[src/rtl/q_pkg.sv]
// Shared widths, action count, FSM encoding and default learning-rate shifts
// for the tabular Q-learning update engine.
package q_pkg;

  localparam int Q_W             = 16;
  localparam int ACT_W           = 4;
  localparam int N_ACT           = 9;
  localparam int ALPHA_SHIFT_DEF = 2;
  localparam int GAMMA_SHIFT_DEF = 3;

  typedef enum logic [2:0] {
    IDLE     = 3'd0,
    SCAN     = 3'd1,
    READ_CUR = 3'd2,
    CUR_WAIT = 3'd3,
    CALC     = 3'd4,
    WRITE    = 3'd5
  } state_t;

  localparam logic [ACT_W-1:0] LAST_ACT = ACT_W'(N_ACT - 1);

endpackage

[src/rtl/q_update_alu.sv]
// Combinational Q update: q + alpha*(reward + gamma*maxq - q), done in 18-bit
// signed arithmetic and saturated back to the signed Q8.8 range.
module q_update_alu
  import q_pkg::*;
#(
  parameter int ALPHA_SHIFT = ALPHA_SHIFT_DEF,
  parameter int GAMMA_SHIFT = GAMMA_SHIFT_DEF
) (
  input  logic [Q_W-1:0] reward,
  input  logic [Q_W-1:0] maxq,
  input  logic [Q_W-1:0] q_cur,
  output logic [Q_W-1:0] q_new
);

  logic signed [17:0] reward_x;
  logic signed [17:0] maxq_x;
  logic signed [17:0] q_x;
  logic signed [17:0] target;
  logic signed [17:0] delta;
  logic signed [17:0] sum;

  localparam logic signed [17:0] SAT_HI = 18'sd32767;
  localparam logic signed [17:0] SAT_LO = -18'sd32768;

  always_comb begin
    reward_x = {{2{reward[Q_W-1]}}, reward};
    maxq_x   = {{2{maxq[Q_W-1]}}, maxq};
    q_x      = {{2{q_cur[Q_W-1]}}, q_cur};
    // gamma*maxq is formed as maxq minus a shifted copy of itself
    target   = reward_x + maxq_x - (maxq_x >>> GAMMA_SHIFT);
    delta    = target - q_x;
    sum      = q_x + (delta >>> ALPHA_SHIFT);
    if (sum > SAT_HI) begin
      q_new = 16'h7FFF;
    end else if (sum < SAT_LO) begin
      q_new = 16'h8000;
    end else begin
      q_new = sum[Q_W-1:0];
    end
  end

endmodule

[src/rtl/q_update.sv]
// Q-table update sequencer: scans Q(s',*) for the max, reads Q(s,a), computes
// the new value in q_update_alu and writes it back to the same slot.
module q_update
  import q_pkg::*;
#(
  parameter int STATE_W     = 8,
  parameter int ALPHA_SHIFT = ALPHA_SHIFT_DEF,
  parameter int GAMMA_SHIFT = GAMMA_SHIFT_DEF
) (
  input  logic                     clk,
  input  logic                     rst,
  input  logic                     start,
  input  logic [STATE_W-1:0]       state,
  input  logic [ACT_W-1:0]         action,
  input  logic [STATE_W-1:0]       next_state,
  input  logic [Q_W-1:0]           reward,
  input  logic                     terminal,
  output logic [STATE_W+ACT_W-1:0] mem_addr,
  output logic                     mem_rd_en,
  input  logic [Q_W-1:0]           mem_rdata,
  output logic                     mem_wr_en,
  output logic [Q_W-1:0]           mem_wdata,
  output logic                     busy,
  output logic                     done,
  output logic                     err,
  output logic [ACT_W-1:0]         best_next,
  output logic [Q_W-1:0]           q_new,
  output logic [2:0]               dbg_state
);

  // Memory handshake: a read strobe (mem_rd_en) returns mem_rdata exactly one
  // cycle later with no stall; a write strobe (mem_wr_en) is a single cycle
  // that the memory must accept unconditionally. The two never overlap.

  state_t               state_q;
  state_t               state_d;

  logic [STATE_W-1:0]   s_r;
  logic [ACT_W-1:0]     a_r;
  logic [STATE_W-1:0]   ns_r;
  logic [Q_W-1:0]       reward_r;
  logic [ACT_W-1:0]     scan_k;
  logic                 scan_vld;
  logic [ACT_W-1:0]     scan_slot;
  logic [Q_W-1:0]       maxq_r;
  logic [ACT_W-1:0]     best_r;
  logic [Q_W-1:0]       q_cur_r;
  logic [Q_W-1:0]       q_new_r;
  logic                 err_pulse;
  logic [Q_W-1:0]       alu_q;
  logic                 bad_action;

  assign bad_action = (action > LAST_ACT);

  q_update_alu #(
    .ALPHA_SHIFT(ALPHA_SHIFT),
    .GAMMA_SHIFT(GAMMA_SHIFT)
  ) u_alu (
    .reward(reward_r),
    .maxq  (maxq_r),
    .q_cur (q_cur_r),
    .q_new (alu_q)
  );

  always_ff @(posedge clk) begin
    if (rst) begin
      state_q <= IDLE;
    end else begin
      state_q <= state_d;
    end
  end

  always_comb begin
    state_d = state_q;
    case (state_q)
      IDLE: begin
        if (start && !bad_action) begin
          state_d = terminal ? READ_CUR : SCAN;
        end
      end
      SCAN: begin
        if (scan_k == LAST_ACT) begin
          state_d = READ_CUR;
        end
      end
      READ_CUR: state_d = CUR_WAIT;
      CUR_WAIT: state_d = CALC;
      CALC:     state_d = WRITE;
      WRITE:    state_d = IDLE;
      default:  state_d = IDLE;
    endcase
  end

  always_ff @(posedge clk) begin
    if (rst) begin
      s_r       <= '0;
      a_r       <= '0;
      ns_r      <= '0;
      reward_r  <= '0;
      scan_k    <= '0;
      scan_vld  <= 1'b0;
      scan_slot <= '0;
      maxq_r    <= '0;
      best_r    <= '0;
      q_cur_r   <= '0;
      q_new_r   <= '0;
      err_pulse <= 1'b0;
    end else begin
      err_pulse <= 1'b0;
      // Read data for slot k lands one cycle after its request
      scan_vld  <= (state_q == SCAN);
      scan_slot <= scan_k;

      if (scan_vld) begin
        if ((scan_slot == '0) || ($signed(mem_rdata) > $signed(maxq_r))) begin
          maxq_r <= mem_rdata;
          best_r <= scan_slot;
        end
      end

      case (state_q)
        IDLE: begin
          if (start) begin
            if (bad_action) begin
              err_pulse <= 1'b1;
            end else begin
              s_r      <= state;
              a_r      <= action;
              ns_r     <= next_state;
              reward_r <= reward;
              scan_k   <= '0;
              if (terminal) begin
                maxq_r <= '0;
                best_r <= '0;
              end
            end
          end
        end
        SCAN:     scan_k  <= scan_k + 1'b1;
        CUR_WAIT: q_cur_r <= mem_rdata;
        CALC:     q_new_r <= alu_q;
        default: ;
      endcase
    end
  end

  always_comb begin
    busy      = (state_q != IDLE);
    mem_rd_en = (state_q == SCAN) || (state_q == READ_CUR);
    mem_wr_en = (state_q == WRITE);
    mem_wdata = (state_q == WRITE) ? q_new_r : '0;
    done      = (state_q == WRITE) || err_pulse;
    err       = err_pulse;
    case (state_q)
      SCAN:            mem_addr = {ns_r, scan_k};
      READ_CUR, WRITE: mem_addr = {s_r, a_r};
      default:         mem_addr = '0;
    endcase
  end

  assign best_next = best_r;
  assign q_new     = q_new_r;
  assign dbg_state = state_q;

endmodule

[config.mk]
export PLATFORM = sky130hd
export DESIGN_NAME = q_update
export DESIGN_NICKNAME = d
export VERILOG_FILES = /design/src/rtl/q_pkg.sv /design/src/rtl/q_update_alu.sv /design/src/rtl/q_update.sv
export SDC_FILE = /design/constraint.sdc
export NUM_CORES = 1
export LEC_CHECK = 0
export BUFFER_PORTS_ARGS = -buffer_cell sky130_fd_sc_hd__buf_2
export CAP_MARGIN = 20
export CORE_ASPECT_RATIO = 1.5
export CORE_MARGIN = 5
export CORE_UTILIZATION = 50
export CTS_CLUSTER_SIZE = 16
export DETAILED_ROUTE_END_ITERATION = 8
export PLACE_DENSITY = 0.72
export SYNTH_ARGS = -nofsm -noshare
export SYNTH_HDL_FRONTEND = slang
export SYNTH_HIERARCHICAL = 1
export SYNTH_SLANG_ARGS = --single-unit
[constraint.sdc]
create_clock -name clk -period 5.2 [get_ports clk]
set_input_delay 0.26 -clock clk [delete_from_list [all_inputs] [get_ports clk]]
set_output_delay 0.26 -clock clk [all_outputs]
set_load 0.03 [all_outputs]
Word level (Yosys, flattened, before mapping)
Index checks and enable logic that the tools add are counted.
{ "totals": {"ff_bits": 101, "latch_bits": 0, "ram_bits": 0, "rom_bits": 0, "input_bits": 56, "out_inout_bits": 56, "elab_cells": 73, "mem_count": 0} }
{ "classes": {"add_sub_neg": 5, "multipliers": 0, "div": 0, "order_cmp": 4, "eq_ne": 10, "shifts": 0, "muxes": 24, "bitwise_logic": 3, "n_reduce_logical": 14} }
{ "ops": {"columns": ["operator", "n"], "rows": [
  ["$mux 16", 9],
  ["$add 16x16->17", 2],
  ["$mux 4", 8],
  ["$pmux 12 s2", 1],
  ["$gt 18x16->1 const B", 1],
  ["$lt 18x16->1 const B", 1],
  ["$sub 17x13->18", 1],
  ["$sub 18x16->18", 1],
  ["$gt 16x16->1", 1],
  ["$pmux 3 s5", 1],
  ["$ne 2x2->1 const B", 4],
  ["$pmux 4 s2", 1],
  ["$eq 3x2->1 const B", 2],
  ["$eq 3x3->1 const B", 2],
  ["$mux 3", 2],
  ["$reduce_and 3->1", 2],
  ["$add 4x1->4 const B", 1],
  ["$eq 4x4->1 const B", 1],
  ["$gt 4x4->1 const B", 1],
  ["$logic_not 4->1", 1],
  ["$eq 3x1->1 const B", 1],
  ["$logic_not 3->1", 1],
  ["$logic_or 1x1->1", 3],
  ["$not 1->1", 3],
  ["other kinds (9)", 9]
]} }

Depth between registers and ports, before layout
{ "depth": {"word_depth": 8, "depth_mapped": 24, "mapped_depth_nobuf": 23} }

Hierarchy
Netlist, hierarchy kept.
{ "by_module_without_submodules": {"columns": ["mod", "instances", "cells_per_inst", "area_each_um2", "seq_area_each_um2"], "rows": [
  ["q_update", 1, 563, 4425.5, 2021.9],
  ["q_update_alu", 1, 304, 2447.3, 0.0]
]} }

Worst setup path before layout
OpenSTA, ideal clock, no wires.
{ "synth_timing": {"kind": "register to register", "startpoint": "register maxq_r[3]", "endpoint": "register q_new_r[13], in the netlist q_new[13]", "setup_time_ns": 0.132, "arrival_ns": 4.550, "required_ns": 5.068, "setup_slack_ns": 0.517, "path_stages_with_launch": 24, "n_path_buf": 0, "period_less_slack_ns": 4.683, "cell_sequence": "dfxtp_1 inv_1 fa_1 inv_1 fa_1 inv_1 ha_1 and3b_1 o211ai_1 a21boi_0 o21a_1 o2111ai_1 a21oi_1 xor2_1 ha_1 a21oi_1 o21bai_1 a21oi_1 o21ai_0 or3_4 and2_1 maj3_2 nand2_1 a21oi_1"} }
{ "synth_via": {"elab_chain_cells": 7, "elab_cells_between_ends": 8, "classes_between": "4 x add/sub; 2 x order compare; 2 x mux"} }
{ "synth_lines": {"columns": ["item", "line_no", "rtl"], "rows": [
  ["start, declared", "q_update.sv:45", "logic [Q_W-1:0] maxq_r;"],
  ["start signal, assigned", "q_update.sv:116", "maxq_r <= mem_rdata;"],
  ["$add 16x16->17", "q_update_alu.sv:30", "target = reward_x + maxq_x - (maxq_x >>> GAMMA_SHIFT);"],
  ["$sub 17x13->18 *", "q_update_alu.sv:30", null],
  ["$sub 18x16->18 *", "q_update_alu.sv:31", "delta = target - q_x;"],
  ["$add 16x16->17 *", "q_update_alu.sv:32", "sum = q_x + (delta >>> ALPHA_SHIFT);"],
  ["$lt 18x16->1", "q_update_alu.sv:35", "end else if (sum < SAT_LO) begin"],
  ["$mux 16", "q_update_alu.sv:35", null],
  ["$mux 16 *", "q_update_alu.sv:33", "if (sum > SAT_HI) begin"],
  ["net alu_q[13]", "q_update.sv:50", "logic [Q_W-1:0] alu_q;"],
  ["end signal, assigned", "q_update.sv:141", "CALC: q_new_r <= alu_q;"],
  ["end, declared", "q_update.sv:48", "logic [Q_W-1:0] q_new_r;"]
]} }
Mark *: on every way through the listed nets, which the timed path passes. The rest lies on a longest branch.
A chain may end at the register's enable or synchronous reset.

Worst setup path in the final report
{ "layout_timing": {"startpoint": "register maxq_r[3]", "endpoint": "register q_new_r[6], in the netlist q_new[6]"} }
Same word-level chain as after synthesis.

==> reports/metrics.cfg <==
[synth]
synth_area_leader_cell = dfxtp_1
synth_top_area_share_pct = 29.4
synth_cell_types = 62
syn_inst = 867
yosysWarnings = 6
syn_area_mm2 = 0.00687
seq_area_frac_synth_pct = 29.4
syn_avg_cell_area_um2 = 7.93
synth.area.top_cells = dfxtp_1, nand2_1, ha_1
synth_edf_count = 0
async_reset_ff_share_pct = 0
ys.flop_type = dfxtp_1
synth_fp_nets = 1008
synth_seq_cells = 101

[die]
initial_core_util_pct = 51.0
ioPinCount = 112
die_area_mm2 = 0.0162
dieHeight_um = 154
row_count = 52
die_w_um = 106
core-area_mm2 = 0.0135

[power]
powerDensity_mw_per_mm2 = 405
internal_power_w = 0.00193
switching_share_pct = 40.8
combinationalPowerShare_pct = 53.5
peakVddDrop_uv = 217
p_clk_share_pct = 20.7
seqPwrFrac_pct = 25.8
p_leak_nw = 3.68
switchingPower_w = 0.00133

[critical_path]
reg2reg_depth = 21
cp-start-kind = flop
worstPathMaxFanout = 6
worstReg2RegStart = maxq_r[3]
critPathCaptureType = flop
timing.rr.end = q_new[6]
path_class = reg2reg
reg2reg_slack_ps = 100
cp.arrival_ps = 5300
worstPathRequired_ps = 5400

[finish]
drive_gt1_share_pct = 19.8
n_fill_cell = 1251
design_area_mm2 = 0.00805
post_layout_nonfiller_instances = 1143
num_antenna_cells = 0
nNetsFinal = 1117
syn2layout_area_growth_pct = 17.1

[placed_design]
place_ws_ps = 109
dpl.cell_count = 1116
dp_hpwl_um = 13300
dpl-instance-area_mm2 = 0.00757
place_congestion = 0.912
io_buffers = 111

[worst_hold_path]
hold_depth = 3
hold_path_class = in2reg
min_from = next_state[2]
worstHoldEndpoint = ns_r[2]

[timing]
worst_slew_pin_slew_ps = 961
fin_crit_sh_pct = 98.1
clock-skew-final_ps = 13.2
hold_viol_final = 0
rsz0062_at_grt = yes
setup_viol = 0
period_needed_ps = 5100
fmax_mhz = 196
slew_viol_final = 0
timing.final.ws_setup_ps = 99.7
relSlewSlack_pct = 35.8

[grt]
grt_pass1_wl_um = 28000
antenna_found_initial = 0
first_global_vias = 6056
grt_usage_pct = 21.1
grt_overflow = 0
grt_start_max_net_pins = 44

[drt]
drc = 0
routed_wl_um = 17300
ant_nets = 0
dr.pass1.iters = 5
vias_per_cell = 5.36
vias = 6122
drt_iter0_markers = 219
route.detailed.wl_per_inst_um = 15.1

[cts]
clock_sinks = 101
cts_buffers = 9
cts.htree.levels = 3
cts.reportedPaths.clkPinSlew_ps = 80
cts_root_buffer = clkbuf_16
cts_hold_buf = 0
clock_latency_ps = 360
clock_path_buffers = 2
cts_tree = yes

[run_status]
run_status = finished, final reports clean

[flow_run]
max_cap_violations = 0

-- power groups by stage --
stage	Clock, W	Combinational (W)	Sequential [W]
final	0.000676	0.00174	0.000841
after global routing	0.000720	0.00192	0.000846
after CTS	0.000690	0.00159	0.000841
after detailed placement	0	0.00157	0.000859
after global placement	0	0.00156	0.000858
after floorplan	0	0.00127	0.000858
-- kinds of logic after synthesis --
group	after synthesis	share of synthesized area [%]
DFF	101	29.4
buffers and inverters	133	8.05
muxes	20	2.91
adders and majority gates	87	19.3
AOI/OAI and AO/OA	193	17.7
and+or+nand+nor	311	19.8
xor gates and xnor gates	22	2.80
-- worst max-delay path by stage --
stage | start | endpoint | slack, ps | depth (start not counted)
6_report | maxq_r[3] | q_new[6] | 100 | 21
5_1_grt | maxq_r[3] | q_new[13] | -110 | 24
4_1_cts | maxq_r[3] | q_new[9] | 70 | 22
3_5_place_dp | maxq_r[3] | q_new[9] | 110 | 22
3_3_place_gp | maxq_r[3] | q_new[13] | 240 | 22
2_1_floorplan | maxq_r[3] | q_new[13] | 520 | 23
-- metal layers --
layer | track usage (%) | routed length [um] | share of wire [%]
met1 | 21.4 | 6560 | 38
met2 | 41.8 | 9550 | 55
met3 | 3.73 | 600 | 3.5
met4 | 8.27 | 602 | 3.5
met5 | 0 | 0 | 0
-- timing repair --
item | CTS | global route
buffers inserted | 0 | 10
resized for setup | 0 | 22
endpoints found under the setup margin | 0 | 15
-- cells in the final DEF, fill, tap and decap left out, drive strengths merged, types with 6 or more instances in the layout --
cell	netlist	layout
xor2	11	11
dfxtp	101	101
nand3	8	8
clkbuf	33	10
buf	7	137
ha	53	53
nor2	35	35
xnor2	11	11
fa	32	32
nand2	205	205
a22o	7	7
a22oi	6	6
nor3	10	10
a21oi	101	101
nor2b	6	6
a21o	7	7
nand2b	7	7
mux2i	20	20
o21a	11	11
o21ai	27	27
inv	93	97
and3	19	19
-- state kept, by name (all words and copies together) (netlist names), 8 cells and up --
name	flops
maxq_r	16
q_cur_r	16
q_new	16
reward_r	16
ns_r	8
s_r	8
-- critical path, stage by stage, from the launching register on --
cell	delay, ps
dfxtp_2	340
inv_2	50
fa_1	400
fa_1	440
ha_1	310
and3b_2	230
o211ai_1	390
a21boi_1	150
o21a_1	220
nor2_1	130
xnor2_1	170
ha_1	290
a21o_1	180
or3_4	380
o2111ai_4	230
a21boi_2	80
o32a_4	410
a21oi_4	190
clkbuf_16	180
o21ai_2	60
nand2_1	60
a21oi_1	60
-- Yosys cell counts (6+ instances only) --
cell / n
a21o_1: 7
a21oi_1: 100
a22o_1: 7
a22oi_1: 6
and3_1: 19
clkbuf_1: 33
dfxtp_1: 101
fa_1: 32
ha_1: 53
inv_1: 93
mux2i_1: 20
nand2_1: 205
nand2b_1: 7
nand3_1: 7
nor2_1: 34
nor2b_1: 6
nor3_1: 10
o21a_1: 11
o21ai_0: 15
o21ai_2: 8
xnor2_1: 11
xor2_1: 11
-- metrics by stage --
| stage | utilization (%) | total power (W) | TNS (ps) | hold slack (ps) |
|---|---|---|---|---|
| final | 59.8 | 0.00326 | 0 | 135 |
| after global routing | 59.8 | 0.00349 | -984 | 140 |
| after CTS | 58.4 | 0.00312 | 0 | 127 |
| after detailed placement | 56.2 | 0.00243 | 0 | 447 |
| after global placement | 56.1 | 0.00242 | 0 | 442 |
| after floorplan | - | 0.00213 | 0 | 378 |
-- area by class of cell --
| class | count | area [um^2] | share of cell area (%) |
|---|---|---|---|
| multi-input cells | 633 | 4380 | 54.4 |
| clock inverters | 7 | 75.1 | 0.933 |
| flip-flops and latches | 101 | 2020 | 25.2 |
| clock buffers | 9 | 225 | 2.80 |
| repair buffers | 138 | 792 | 9.84 |
| well taps | 162 | 203 | 2.52 |
| inverters | 93 | 349 | 4.34 |
Note: power is estimated with default switching activity, not from simulation.
